--- src/rtl/uart_alu_top.sv ---
// UART-controlled 8-bit ALU: serial command/operand bytes load A, B and an opcode,
// and a SEND command returns the combinational ALU result over the serial line.

module baudrate_generator #(
  parameter int CLK_FREQ    = 50000000,
  parameter int BAUD_RATE   = 9600,
  parameter int COUNT_TICKS = 16
) (
  input  logic clk,
  input  logic reset,
  output logic tick
);
  localparam int DIV = CLK_FREQ / (BAUD_RATE * COUNT_TICKS);
  localparam int CW  = (DIV > 1) ? $clog2(DIV) : 1;

  logic [CW-1:0] cnt_q, cnt_d;

  assign tick = (cnt_q == CW'(DIV - 1));

  always_comb cnt_d = tick ? '0 : cnt_q + 1'b1;

  // NOTE: sequential state uses non-blocking assignments so every flop samples pre-edge values.
  always_ff @(posedge clk or posedge reset) begin
    if (reset) cnt_q <= '0;
    else       cnt_q <= cnt_d;
  end
endmodule

module uart_rx #(
  parameter int N           = 8,
  parameter int COUNT_TICKS = 16
) (
  input  logic         clk,
  input  logic         reset,
  input  logic         rx,
  input  logic         tick,
  output logic         rx_done,
  output logic [N-1:0] rx_data
);
  localparam int SW = $clog2(COUNT_TICKS);
  localparam int NW = (N > 1) ? $clog2(N) : 1;

  typedef enum logic [1:0] {RX_IDLE, RX_START, RX_DATA, RX_STOP} rx_state_e;

  rx_state_e     state_q, state_d;
  logic [SW-1:0] s_q, s_d;
  logic [NW-1:0] n_q, n_d;
  logic [N-1:0]  b_q, b_d;
  logic [1:0]    sync_q;
  logic          rx_s;

  // rx is an asynchronous board pin; two flops keep metastability out of the FSM.
  assign rx_s    = sync_q[1];
  assign rx_data = b_q;

  // NOTE: every always_comb output gets a default first so no latch is inferred.
  always_comb begin
    state_d = state_q;
    s_d     = s_q;
    n_d     = n_q;
    b_d     = b_q;
    rx_done = 1'b0;
    case (state_q)
      RX_IDLE: if (!rx_s) begin
        state_d = RX_START;
        s_d     = '0;
      end
      RX_START: if (tick) begin
        if (s_q == SW'(COUNT_TICKS / 2 - 1)) begin
          s_d     = '0;
          n_d     = '0;
          state_d = rx_s ? RX_IDLE : RX_DATA;
        end else s_d = s_q + 1'b1;
      end
      RX_DATA: if (tick) begin
        if (s_q == SW'(COUNT_TICKS - 1)) begin
          s_d = '0;
          b_d = {rx_s, b_q[N-1:1]};
          if (n_q == NW'(N - 1)) state_d = RX_STOP;
          else                   n_d     = n_q + 1'b1;
        end else s_d = s_q + 1'b1;
      end
      RX_STOP: if (tick) begin
        if (s_q == SW'(COUNT_TICKS - 1)) begin
          rx_done = rx_s;
          state_d = RX_IDLE;
        end else s_d = s_q + 1'b1;
      end
      default: state_d = RX_IDLE;
    endcase
  end

  always_ff @(posedge clk or posedge reset) begin
    if (reset) begin
      state_q <= RX_IDLE;
      s_q     <= '0;
      n_q     <= '0;
      b_q     <= '0;
      sync_q  <= 2'b11;
    end else begin
      state_q <= state_d;
      s_q     <= s_d;
      n_q     <= n_d;
      b_q     <= b_d;
      sync_q  <= {sync_q[0], rx};
    end
  end
endmodule

module uart_tx #(
  parameter int N           = 8,
  parameter int COUNT_TICKS = 16
) (
  input  logic         clk,
  input  logic         reset,
  input  logic         tick,
  input  logic         tx_start,
  input  logic [N-1:0] tx_data,
  output logic         tx_done,
  output logic         tx
);
  localparam int SW = $clog2(COUNT_TICKS);
  localparam int NW = (N > 1) ? $clog2(N) : 1;

  typedef enum logic [2:0] {TX_IDLE, TX_ARM, TX_START, TX_DATA, TX_STOP} tx_state_e;

  tx_state_e     state_q, state_d;
  logic [SW-1:0] s_q, s_d;
  logic [NW-1:0] n_q, n_d;
  logic [N-1:0]  b_q, b_d;

  always_comb begin
    state_d = state_q;
    s_d     = s_q;
    n_d     = n_q;
    b_d     = b_q;
    tx_done = 1'b0;
    case (state_q)
      TX_IDLE: if (tx_start) begin
        b_d     = tx_data;
        state_d = TX_ARM;
      end
      // Hold idle until the next tick so the start bit is a full bit time long.
      TX_ARM: if (tick) begin
        s_d     = '0;
        state_d = TX_START;
      end
      TX_START: if (tick) begin
        if (s_q == SW'(COUNT_TICKS - 1)) begin
          s_d     = '0;
          n_d     = '0;
          state_d = TX_DATA;
        end else s_d = s_q + 1'b1;
      end
      TX_DATA: if (tick) begin
        if (s_q == SW'(COUNT_TICKS - 1)) begin
          s_d = '0;
          b_d = b_q >> 1;
          if (n_q == NW'(N - 1)) state_d = TX_STOP;
          else                   n_d     = n_q + 1'b1;
        end else s_d = s_q + 1'b1;
      end
      TX_STOP: if (tick) begin
        if (s_q == SW'(COUNT_TICKS - 1)) begin
          tx_done = 1'b1;
          state_d = TX_IDLE;
        end else s_d = s_q + 1'b1;
      end
      default: state_d = TX_IDLE;
    endcase
  end

  always_comb begin
    tx = 1'b1;
    if (state_q == TX_START)     tx = 1'b0;
    else if (state_q == TX_DATA) tx = b_q[0];
  end

  always_ff @(posedge clk or posedge reset) begin
    if (reset) begin
      state_q <= TX_IDLE;
      s_q     <= '0;
      n_q     <= '0;
      b_q     <= '0;
    end else begin
      state_q <= state_d;
      s_q     <= s_d;
      n_q     <= n_d;
      b_q     <= b_d;
    end
  end
endmodule

module alu #(
  parameter int N = 8
) (
  input  logic [N-1:0] a,
  input  logic [N-1:0] b,
  input  logic [N-1:0] op,
  output logic [N-1:0] y
);
  always_comb begin
    y = '0;
    case (op)
      N'(8'h20): y = a + b;
      N'(8'h22): y = a - b;
      N'(8'h24): y = a & b;
      N'(8'h25): y = a | b;
      N'(8'h26): y = a ^ b;
      N'(8'h27): y = ~(a | b);
      N'(8'h03): y = $signed(a) >>> b;
      N'(8'h02): y = a >> b;
      default:   y = '0;
    endcase
  end
endmodule

module uart_alu_top #(
  parameter int N           = 8,
  parameter int COUNT_TICKS = 16,
  parameter int CLK_FREQ    = 50000000,
  parameter int BAUD_RATE   = 9600
) (
  input  logic         clk,
  input  logic         reset,
  input  logic         rx,
  output logic         tx,
  output logic [N-1:0] data_out,
  output logic [4:0]   state_output
);
  typedef enum logic [4:0] {
    S_IDLE    = 5'b00001,
    S_LOAD_A  = 5'b00010,
    S_LOAD_B  = 5'b00100,
    S_LOAD_OP = 5'b01000,
    S_SEND    = 5'b10000
  } state_e;

  state_e       state_q, state_d;
  logic [N-1:0] a_q, a_d, b_q, b_d, op_q, op_d;
  logic         tx_start_q, tx_start_d;
  logic         tick, rx_done, tx_done;
  logic [N-1:0] rx_data;

  baudrate_generator #(.CLK_FREQ(CLK_FREQ), .BAUD_RATE(BAUD_RATE), .COUNT_TICKS(COUNT_TICKS))
    u_baud (.clk(clk), .reset(reset), .tick(tick));

  uart_rx #(.N(N), .COUNT_TICKS(COUNT_TICKS))
    u_rx (.clk(clk), .reset(reset), .rx(rx), .tick(tick), .rx_done(rx_done), .rx_data(rx_data));

  uart_tx #(.N(N), .COUNT_TICKS(COUNT_TICKS))
    u_tx (.clk(clk), .reset(reset), .tick(tick), .tx_start(tx_start_q), .tx_data(data_out),
          .tx_done(tx_done), .tx(tx));

  alu #(.N(N)) u_alu (.a(a_q), .b(b_q), .op(op_q), .y(data_out));

  assign state_output = state_q;

  always_comb begin
    state_d    = state_q;
    a_d        = a_q;
    b_d        = b_q;
    op_d       = op_q;
    tx_start_d = 1'b0;
    case (state_q)
      S_IDLE: if (rx_done) begin
        case (rx_data)
          N'(8'h01): state_d = S_LOAD_A;
          N'(8'h02): state_d = S_LOAD_B;
          N'(8'h03): state_d = S_LOAD_OP;
          N'(8'h04): begin
            state_d    = S_SEND;
            tx_start_d = 1'b1;
          end
          default: ;
        endcase
      end
      S_LOAD_A:  if (rx_done) begin a_d  = rx_data; state_d = S_IDLE; end
      S_LOAD_B:  if (rx_done) begin b_d  = rx_data; state_d = S_IDLE; end
      S_LOAD_OP: if (rx_done) begin op_d = rx_data; state_d = S_IDLE; end
      S_SEND:    if (tx_done) state_d = S_IDLE;
      default:   state_d = S_IDLE;
    endcase
  end

  always_ff @(posedge clk or posedge reset) begin
    if (reset) begin
      state_q    <= S_IDLE;
      a_q        <= '0;
      b_q        <= '0;
      op_q       <= N'(8'h20);
      tx_start_q <= 1'b0;
    end else begin
      state_q    <= state_d;
      a_q        <= a_d;
      b_q        <= b_d;
      op_q       <= op_d;
      tx_start_q <= tx_start_d;
    end
  end
endmodule

--- config.mk ---
export PLATFORM = sky130hd
export DESIGN_NAME = uart_alu_top
export DESIGN_NICKNAME = d
export VERILOG_FILES = /design/src/rtl/uart_alu_top.sv
export SDC_FILE = /design/constraint.sdc
export NUM_CORES = 1
export LEC_CHECK = 0
export BUFFER_PORTS_ARGS = -buffer_cell sky130_fd_sc_hd__clkbuf_2
export CAP_MARGIN = 20
export CORE_MARGIN = 3
export CORE_UTILIZATION = 49
export CTS_CLUSTER_SIZE = 30
export DETAILED_ROUTE_END_ITERATION = 8
export HOLD_SLACK_MARGIN = 0.06
export PLACE_DENSITY = 0.65
export SKIP_LAST_GASP = 1
export SYNTH_ARGS = -nofsm -noshare
export SYNTH_HDL_FRONTEND = slang
export SYNTH_SLANG_ARGS = --single-unit
export TNS_END_PERCENT = 100
--- constraint.sdc ---
create_clock -name clk -period 3.8 [get_ports clk]
set_input_delay 0.57 -clock clk [delete_from_list [all_inputs] [get_ports clk]]
set_output_delay 0.57 -clock clk [all_outputs]
set_load 0.005 [all_outputs]
==> summary.md, run 1 <==
| Metric | Value |
|---|---|
| Fill count | `944` |
| Syn_nets | `613` |
| Crit Path Class | `flip-flop to output port` |
| Synthesized flop and latch total | `76` |
| Area of the multi-input gates | `0.00315 sq mm` |
| Crit. End Element | `output port` |
| CP endpoint | `data_out[3]` |
| Reg2reg end | `u_tx.b_q[3]$_DFFE_PP0P_` |
| Type of origin of the critical path | `flip-flop` |
| Setup slack after layout | `-0.0260 ns` |
| Most common cell in the netlist | `dfrtp_1` |
| Drt pass-1 iters | `5` |
| Area share of the largest cell type after synthesis | `34.4%` |
| Initial antenna violation count | `0` |
| Std-Cell Rows | `37` |
| Synth Area per Inst | `9.07 sq um` |
| Critical Path, Cell by Cell | `nor4_4 -> nand4_1 -> buf_4 -> a21boi_0 -> xnor2_1 -> ha_1 -> o21a_1 -> o31ai_2 -> buf_4 -> and3_1 -> or4_4 -> buf_6` |
| Pwr Density | `273 mW/mm^2` |
| First-pass GRT wire length | `21100 microns` |
| Cell mode on critical path | `buf_4` |
| Die span in x | `109 microns` |
| DR vias | `4456` |
| Inserted Clock Buffers | `9` |
| Ranking of synthesized cells by area | `dfrtp_1 34%, ha_1 7.7%, mux2_2 4.7%, nand2_1 4.7%, o21ai_0 4.6%` |
| Port bufs | `16` |
| Final instance area | `0.00584 sq mm` |
| Area Growth Syn to Fin | `11.6%` |
| CTS tree | `built` |
| Antenna fix cells | `0` |
| Post-synth top flop | `dfrtp_1` |
| ANT nets after route | `0` |
| Sequential share of the synthesized area | `36.5%` |
| Die Y | `109 microns` |
| RSZ-0062 raised after global routing | `true` |
| Post-Route Skew | `0.0138 ns` |
| Yosys cell types | `70` |
| Worst vdd ir | `238 uV` |
| Ports | `17` |
| Post-synth top cells | `72 x dfrtp_1, 65 x nand2_1, 48 x o21ai_0` |
| Worst slew margin | `37.0%` |
| Req. time, crit path | `3.23 ns` |
| GRT overflow | `0` |
| Placed Area | `0.00548 sq mm` |
| GRT Overall Usage | `22.6%` |
| Post-synth EDFFs | `0` |
| Status | `finished, violations left` |
| Leakage | `2.61 nW` |
| Clk Tree Root Cell | `clkbuf_8` |
| Fin nets | `635` |
| Final Max Tran Viols | `0` |
| Warnings from Yosys | `0` |
| Fin crit period | `3.83 ns` |
| R2r setup slk | `0.53 ns` |
| Drt drc | `0` |
| Mapped Area | `0.00523 sq mm` |
| Synth async-reset ratio | `100%` |
| Max frequency | `0.261 GHz` |
| Setup TNS | `-0.0260 ns` |
| CP startpoint | `op_q[7]$_DFFE_PP0P_` |
| Layout cells sized above 1 | `18.5%` |
| Vias in the first global route | `4281` |
| Via density | `6.02` |
| Failing checks | `setup timing` |
| Slowest stage delay, CP | `0.43 ns` |
| Post-Synthesis Cells | `577` |
| Cell taking the most area after synthesis | `dfrtp_1` |
| Worst hold path class | `primary input to flip-flop` |
| DP HPWL | `9440 microns` |
| Floorplan core area | `0.0104 sq mm` |
| Clock insertion delay at the later pin of the skew report | `0.35 ns` |
| Routed length per instance | `17.6 microns` |
| CP Data Arrival Time | `3.26 ns` |
| H-tree lvl count | `3` |
| MaxCap Viol Count | `0` |
| FF/Latch Area | `0.00191 sq mm` |
| Initial core utilization | `50.4%` |
| Clk slew on worst S/H paths | `0.08 ns` |
| Final hold viol count | `0` |
| Slowest-stage cell, CP | `or4_4` |
| Max Root-Sink Buffers | `2` |
| R2r startpoint | `op_q[7]$_DFFE_PP0P_` |
| Largest net degree at the start of global routing | `77` |
| Die Area | `0.0120 sq mm` |
| Worst-margin pin slew | `0.945 ns` |
| Routability cong. | `0.908` |
| R2R depth | `13` |
| Final setup viols | `1` |
| Initial DRC count | `308` |
| # clock sinks | `76` |
| Routed wire length | `13000 microns` |
| CP Max Fanout | `4` |
| Fin crit share | `101%` |
worst min-delay path by stage:
stage,start,to,slack [ns],cells past startpoint
final,rx,u_rx.sync_q[0]$_DFF_PP1_,0.30,1
after global routing,rx,u_rx.sync_q[0]$_DFF_PP1_,0.28,1
after CTS,rx,u_rx.sync_q[0]$_DFF_PP1_,0.28,1
after detailed placement,u_rx.sync_q[0]$_DFF_PP1_,u_rx.sync_q[1]$_DFF_PP1_,0.35,0
after global placement,u_rx.sync_q[0]$_DFF_PP1_,u_rx.sync_q[1]$_DFF_PP1_,0.35,0
after floorplan,u_rx.sync_q[0]$_DFF_PP1_,u_rx.sync_q[1]$_DFF_PP1_,0.35,0
state kept, by name, summed over array words and instances, names as in the netlist, named ones only:
name	flops
u_tx.b_q	8
state_output	5
u_rx.n_q	3
op_q	8
a_q	8
tx_start_q	1
u_rx.state_q	1
u_rx.rx_data	8
b_q	8
u_tx.state_q	3
u_tx.n_q	3
u_rx.sync_q	2
u_rx.s_q	4
u_tx.s_q	4
u_baud.cnt_q	9
metrics by stage:
| stage | power [mW] | util [%] | hold slack [ns] | worst slack, ns | instances |
|---|---|---|---|---|---|
| finish | 1.59 | 56.3 | 0.300 | -0.0260 | 740 |
| global route | 1.65 | 56.3 | 0.278 | -0.160 | 740 |
| CTS | 1.62 | 55.6 | 0.282 | 0.000182 | 737 |
| detailed placement | 0.846 | 52.8 | 0.347 | 0.196 | 718 |
| global placement | 0.846 | 52.8 | 0.346 | 0.275 | 718 |
| floorplan | 0.839 | - | 0.345 | 0.321 | 577 |
where the power goes:
part / internal [mW] / switching, mW
Sequential: 0.810 / 0.000917
Clock: 0.458 / 0.305
Combinational: 0.00191 / 0.0154
routing by layer:
layer	up-vias	share of wire [%]	global-route usage, %
li1	2130	-	-
met1	2164	45	30.7
met5	-	0	0
met2	139	47	36.1
met4	0	2.1	8.19
met3	23	6.1	4.40
critical path, delay by kind of cell, from the launching register on:
family | cells | cell delay, ns
DFF | 1 | 0.42
and+or+nand+nor | 4 | 1.16
xor gates and xnor gates | 1 | 0.15
buffers and inverters | 3 | 0.45
adders and majority gates | 1 | 0.36
AOI/OAI and AO/OA | 3 | 0.36
kinds of logic after synthesis:
family,Yosys count,share of synthesized area [%]
AND/OR/NAND/NOR,213,21.2
AO/OA/AOI/OAI,136,17.2
flip-flops,76,36.5
buffers and inverters,56,4.40
multiplexers,37,8.32
adder cells (fa/ha/maj),33,8.04
XOR/XNOR,26,4.35
cell usage in the layout (no fill, tap or decap), types with 10 or more instances in the layout:
master,n
nor2b_1,10
nand3_1,21
dfrtp_1,72
mux2i_1,12
inv_1,28
o21ai_0,44
mux2_2,22
clkbuf_2,15
nand2_1,64
a21oi_1,19
nor2_1,45
clkbuf_8,10
buf_4,21
xnor2_1,15
ha_1,32
xor2_1,11
cell type report:
cell class	count	area share (%)
timing repair buffer	37	4.18
inverter	30	1.93
sequential	76	32.7
tap	136	2.92
clock inverter	5	1.84
clock buffer	11	2.42
multi-input combinational	445	54.0
what timing repair did:
item | 4_1_cts | 5_1_grt
hold buffers | 0 | 0
resized for setup | 9 | 10
endpoints found under the hold margin | 0 | 0
setup endpoints to repair | 3 | 5
setup buffers | 3 | 3
gates cloned | 0 | 0
pin swaps | 4 | 10
Note: power is estimated with default switching activity, not from simulation.
==> run 2, diff against run 1 <==
Settings changed: ABC_AREA from default to 1, BUFFER_PORTS_ARGS -buffer_cell sky130_fd_sc_hd__clkbuf_2 to default, DONT_BUFFER_PORTS from default to 1, PLACE_DENSITY 0.65 to default.
==> run 2 against run 1 <==
  * The flow now finishes without violations
  * Sequential share of layout area increased by 0.82 points
  * Clock skew about the same
  * Critical path depth increased by 1
  * Non-clock buffer count decreased by 30
  * Synthesized cell count increased by 32%
  * Die area increased by 2.6%
  * Combinational power about the same
  * Critical path type unchanged
  * Critical endpoint is now data_out[7]
==> summary.md, run 2 <==
| Metric | Value |
|---|---|
| Final setup viols | `0 (-1)` |
| Largest Register | `u_baud.cnt_q` |
| Type of origin of the critical path | `flip-flop` |
| Sequential power share | `56.3% (+5.3 points)` |
| Post-Route Skew | `0.0133 ns (-0.000433 ns)` |
| Final hold viol count | `0 (unchanged)` |
| Worst vdd ir | `193 uV (-19%)` |
| Area share of the largest cell type after synthesis | `33.5% (-0.94 points)` |
| Floorplan core area | `0.0105 sq mm (+1.3%)` |
| Crit Path Class | `flip-flop to output port` |
| Worst slew margin | `37.3% (+0.30 points)` |
| RSZ-0062 raised after global routing | `true` |
| Clk slew on worst S/H paths | `0.08 ns (about the same)` |
| Post-route insts no fill | `903 (+22%)` |
| Drt pass-1 iters | `6 (+1)` |
| Ranking of synthesized cells by area | `dfrtp_1 34%, nand2_1 15%, nand3_1 7.5%, ha_1 7.4%, inv_1 5.7%` |
| Drt drc | `0 (unchanged)` |
| Clock insertion delay at the later pin of the skew report | `0.35 ns (about the same)` |
| Initial DRC count | `318 (+3.2%)` |
| CP Data Arrival Time | `3.03 ns (-0.23 ns)` |
| Post-synth top flop | `dfrtp_1` |
| CP Max Fanout | `7 (+3)` |
| Routability cong. | `0.961 (+5.8%)` |
| Net Switching | `0.322 mW (+0.36%)` |
| Port bufs | `0 (-16)` |
| GRT overflow | `0 (unchanged)` |
| Most common cell in the netlist | `nand2_1` |
| R2r startpoint | `b_q[2]$_DFFE_PP0P_` |
| Synth Area in XOR/XNOR | `1.95% (-2.4 points)` |
| Fin nets | `798 (+26%)` |
| Main combinational cell family by area after synthesis | `simple AND/OR/NAND/NOR gates` |
| Worst Path Buf+Inv | `2 (-1)` |
| Critical Path, Cell by Cell | `nor2_1 -> inv_1 -> o21ai_0 -> nand2_1 -> xor2_1 -> ha_1 -> a21oi_1 -> o21ai_0 -> a21oi_1 -> inv_1 -> nand3_1 -> nand3_1 -> nand2_1` |
| Inserted Clock Buffers | `9 (unchanged)` |
| Final Max Tran Viols | `0 (unchanged)` |
| Routed wire length | `13400 microns (+3.5%)` |
| CTS tree | `built` |
| P_int | `1.12 mW (-12%)` |
| Layout cells sized above 1 | `8.47% (-10 points)` |
| Die span in x | `111 microns (+1.3%)` |
| Max Root-Sink Buffers | `2 (unchanged)` |
| Fin Hold WS | `0.166 ns (-0.134 ns)` |
| Die Y | `111 microns (+1.3%)` |
| Post-synthesis mux area share | `0% (-8.3 points)` |
| Slowest stage delay, CP | `0.48 ns (+0.05 ns)` |
| Area fraction in compound gates after synthesis | `10.8% (-6.4 points)` |
| Reg2reg end | `u_tx.b_q[7]$_DFFE_PP0P_` |
| Synthesized flop and latch total | `76 (unchanged)` |
| ANT nets after route | `0 (unchanged)` |
| Gate power share | `1.2% (about the same)` |
| R2r setup slk | `0.91 ns (+0.38 ns)` |
| DP HPWL | `10200 microns (+7.9%)` |
| Antenna fix cells | `0 (unchanged)` |
| Die Area | `0.0123 sq mm (+2.6%)` |
| R2R depth | `15 (+2)` |
| Routed length per instance | `14.9 microns (-15%)` |
| First-pass GRT wire length | `23100 microns (+9.4%)` |
| # clock sinks | `76 (unchanged)` |
| Yosys cell types | `47 (-33%)` |
| Synthesized-area fraction occupied by adder cells | `7.82% (-0.22 points)` |
| MaxCap Viol Count | `0 (unchanged)` |
| Vias in the first global route | `4808 (+12%)` |
| CP top delay family | `simple AND/OR/NAND/NOR gates` |
| GRT Overall Usage | `22.8% (+0.13 points)` |
| Ports | `17 (unchanged)` |
| Post-synth EDFFs | `0 (unchanged)` |
| Sequential share of the synthesized area | `35.5% (-0.99 points)` |
| Core Util, Final | `54.2% (-2.1 points)` |
| Clk Tree Root Cell | `clkbuf_8` |
| Crit. End Element | `output port` |
| Largest register FFs | `9 (unchanged)` |
| Leakage | `2.89 nW (+11%)` |
| Clock power share | `42.5% (-5.4 points)` |
| Commonest non-fill, non-tap cell in the layout | `nand2_1` |
| Placed instance count | `886 (+23%)` |
| Post-synth top cells | `209 x nand2_1, 81 x inv_1, 81 x nand3_1` |
| H-tree lvl count | `3 (unchanged)` |
| Synth Area per Inst | `7.08 sq um (-22%)` |
| Max frequency | `0.278 GHz (+6.2%)` |
| Warnings from Yosys | `0 (unchanged)` |
| Initial core utilization | `51.2% (+0.73 points)` |
| Std-Cell Rows | `37 (unchanged)` |
| Post-Synth Simple-Gate Area | `35.9% (+15 points)` |
| Req. time, crit path | `3.23 ns (about the same)` |
| Fin crit period | `3.60 ns (-0.223 ns)` |
| DR vias | `4965 (+11%)` |
| Worst-margin pin slew | `0.937 ns (-0.00717 ns)` |
| Cell taking the most area after synthesis | `dfrtp_1` |
| Switching portion of total power | `22.4% (+2.2 points)` |
| Mapped Area | `0.00538 sq mm (+2.8%)` |
| Slowest-stage cell, CP | `dfrtp_1` |
| Initial antenna violation count | `0 (unchanged)` |
| Fin crit share | `94.8% (-5.9 points)` |
| Pwr Density | `253 mW/mm^2 (-7.3%)` |
| Hold buffer count at cts | `0 (unchanged)` |
| Area Growth Syn to Fin | `5.96%` |
| Worst hold path class | `primary input to asynchronous set/reset pin` |
| Via density | `5.50 (-8.7%)` |
| Status | `complete, no violations` |
| Post-Synthesis Cells | `760 (+32%)` |
| Commonest cells after routing, fill and taps aside | `208 x nand2_1, 81 x nand3_1, 80 x inv_1, 80 x nor2_1, 71 x dfrtp_1` |
| Final Power | `1.44 mW (-9.5%)` |
| Setup slack after layout | `0.197 ns (+0.223 ns)` |
| Synth async-reset ratio | `100% (unchanged)` |
| Place WS | `0.482 ns (+0.286 ns)` |
| Syn_nets | `796 (+30%)` |
| Largest net degree at the start of global routing | `35 (-55%)` |
## run 2: cell families after synthesis
kind of cell,count (synthesis)
buf+inv,103
xor+xnor,12
compound gates,101
fa+ha+maj,33
flops,76
simple gates,435
## run 2: timing repair
item | 4_1_cts | 5_1_grt
setup endpoints to repair | 0 | 5
resized for setup | 0 | 4
buffers inserted | 0 | 1
## run 2: stage by stage
stage	setup TNS, ns	instance area, sq um
2_1_floorplan	0	5380
3_3_place_gp	0	5490
3_5_place_dp	0	5490
4_1_cts	0	5680
5_1_grt	-0.0185	5700
6_report	0	5700
## run 2: layer usage
layer	vias to the layer above	global-route usage (%)	wire (microns)
li1	2503	-	-
met1	2276	30.1	6080
met2	145	36.2	6180
met3	41	3.88	694
met4	0	11.2	499
met5	-	0	0
## run 2: cell type report
cell class / count / area [sq um]
Clock buffer: 11 / 131
Clock inverter: 5 / 61.3
Inverter: 87 / 328
Tap cell: 136 / 170
Fill cell: 1049 / 4810
Timing Repair Buffer: 7 / 52.6
Multi-Input combinational cell: 581 / 3050
Sequential cell: 76 / 1910
## run 2: power groups by stage
stage	Clock [mW]	Combinational (mW)	Sequential (mW)
3_5_place_dp	0	0.0193	0.826
4_1_cts	0.637	0.0193	0.810
3_3_place_gp	0	0.0185	0.826
5_1_grt	0.672	0.0213	0.811
2_1_floorplan	0	0.0121	0.826
6_report	0.612	0.0176	0.811
## run 2: how the worst max path moves through the flow
stage,startpoint,endpoint,slack (ns),depth (start not counted)
5_1_grt,b_q[2]$_DFFE_PP0P_,data_out[7],-0.02,13
3_5_place_dp,op_q[5]$_DFFE_PP1P_,data_out[7],0.48,15
6_report,b_q[2]$_DFFE_PP0P_,data_out[7],0.20,13
2_1_floorplan,op_q[5]$_DFFE_PP1P_,data_out[7],0.89,16
3_3_place_gp,op_q[5]$_DFFE_PP1P_,data_out[7],0.56,16
4_1_cts,op_q[5]$_DFFE_PP1P_,data_out[7],0.07,15
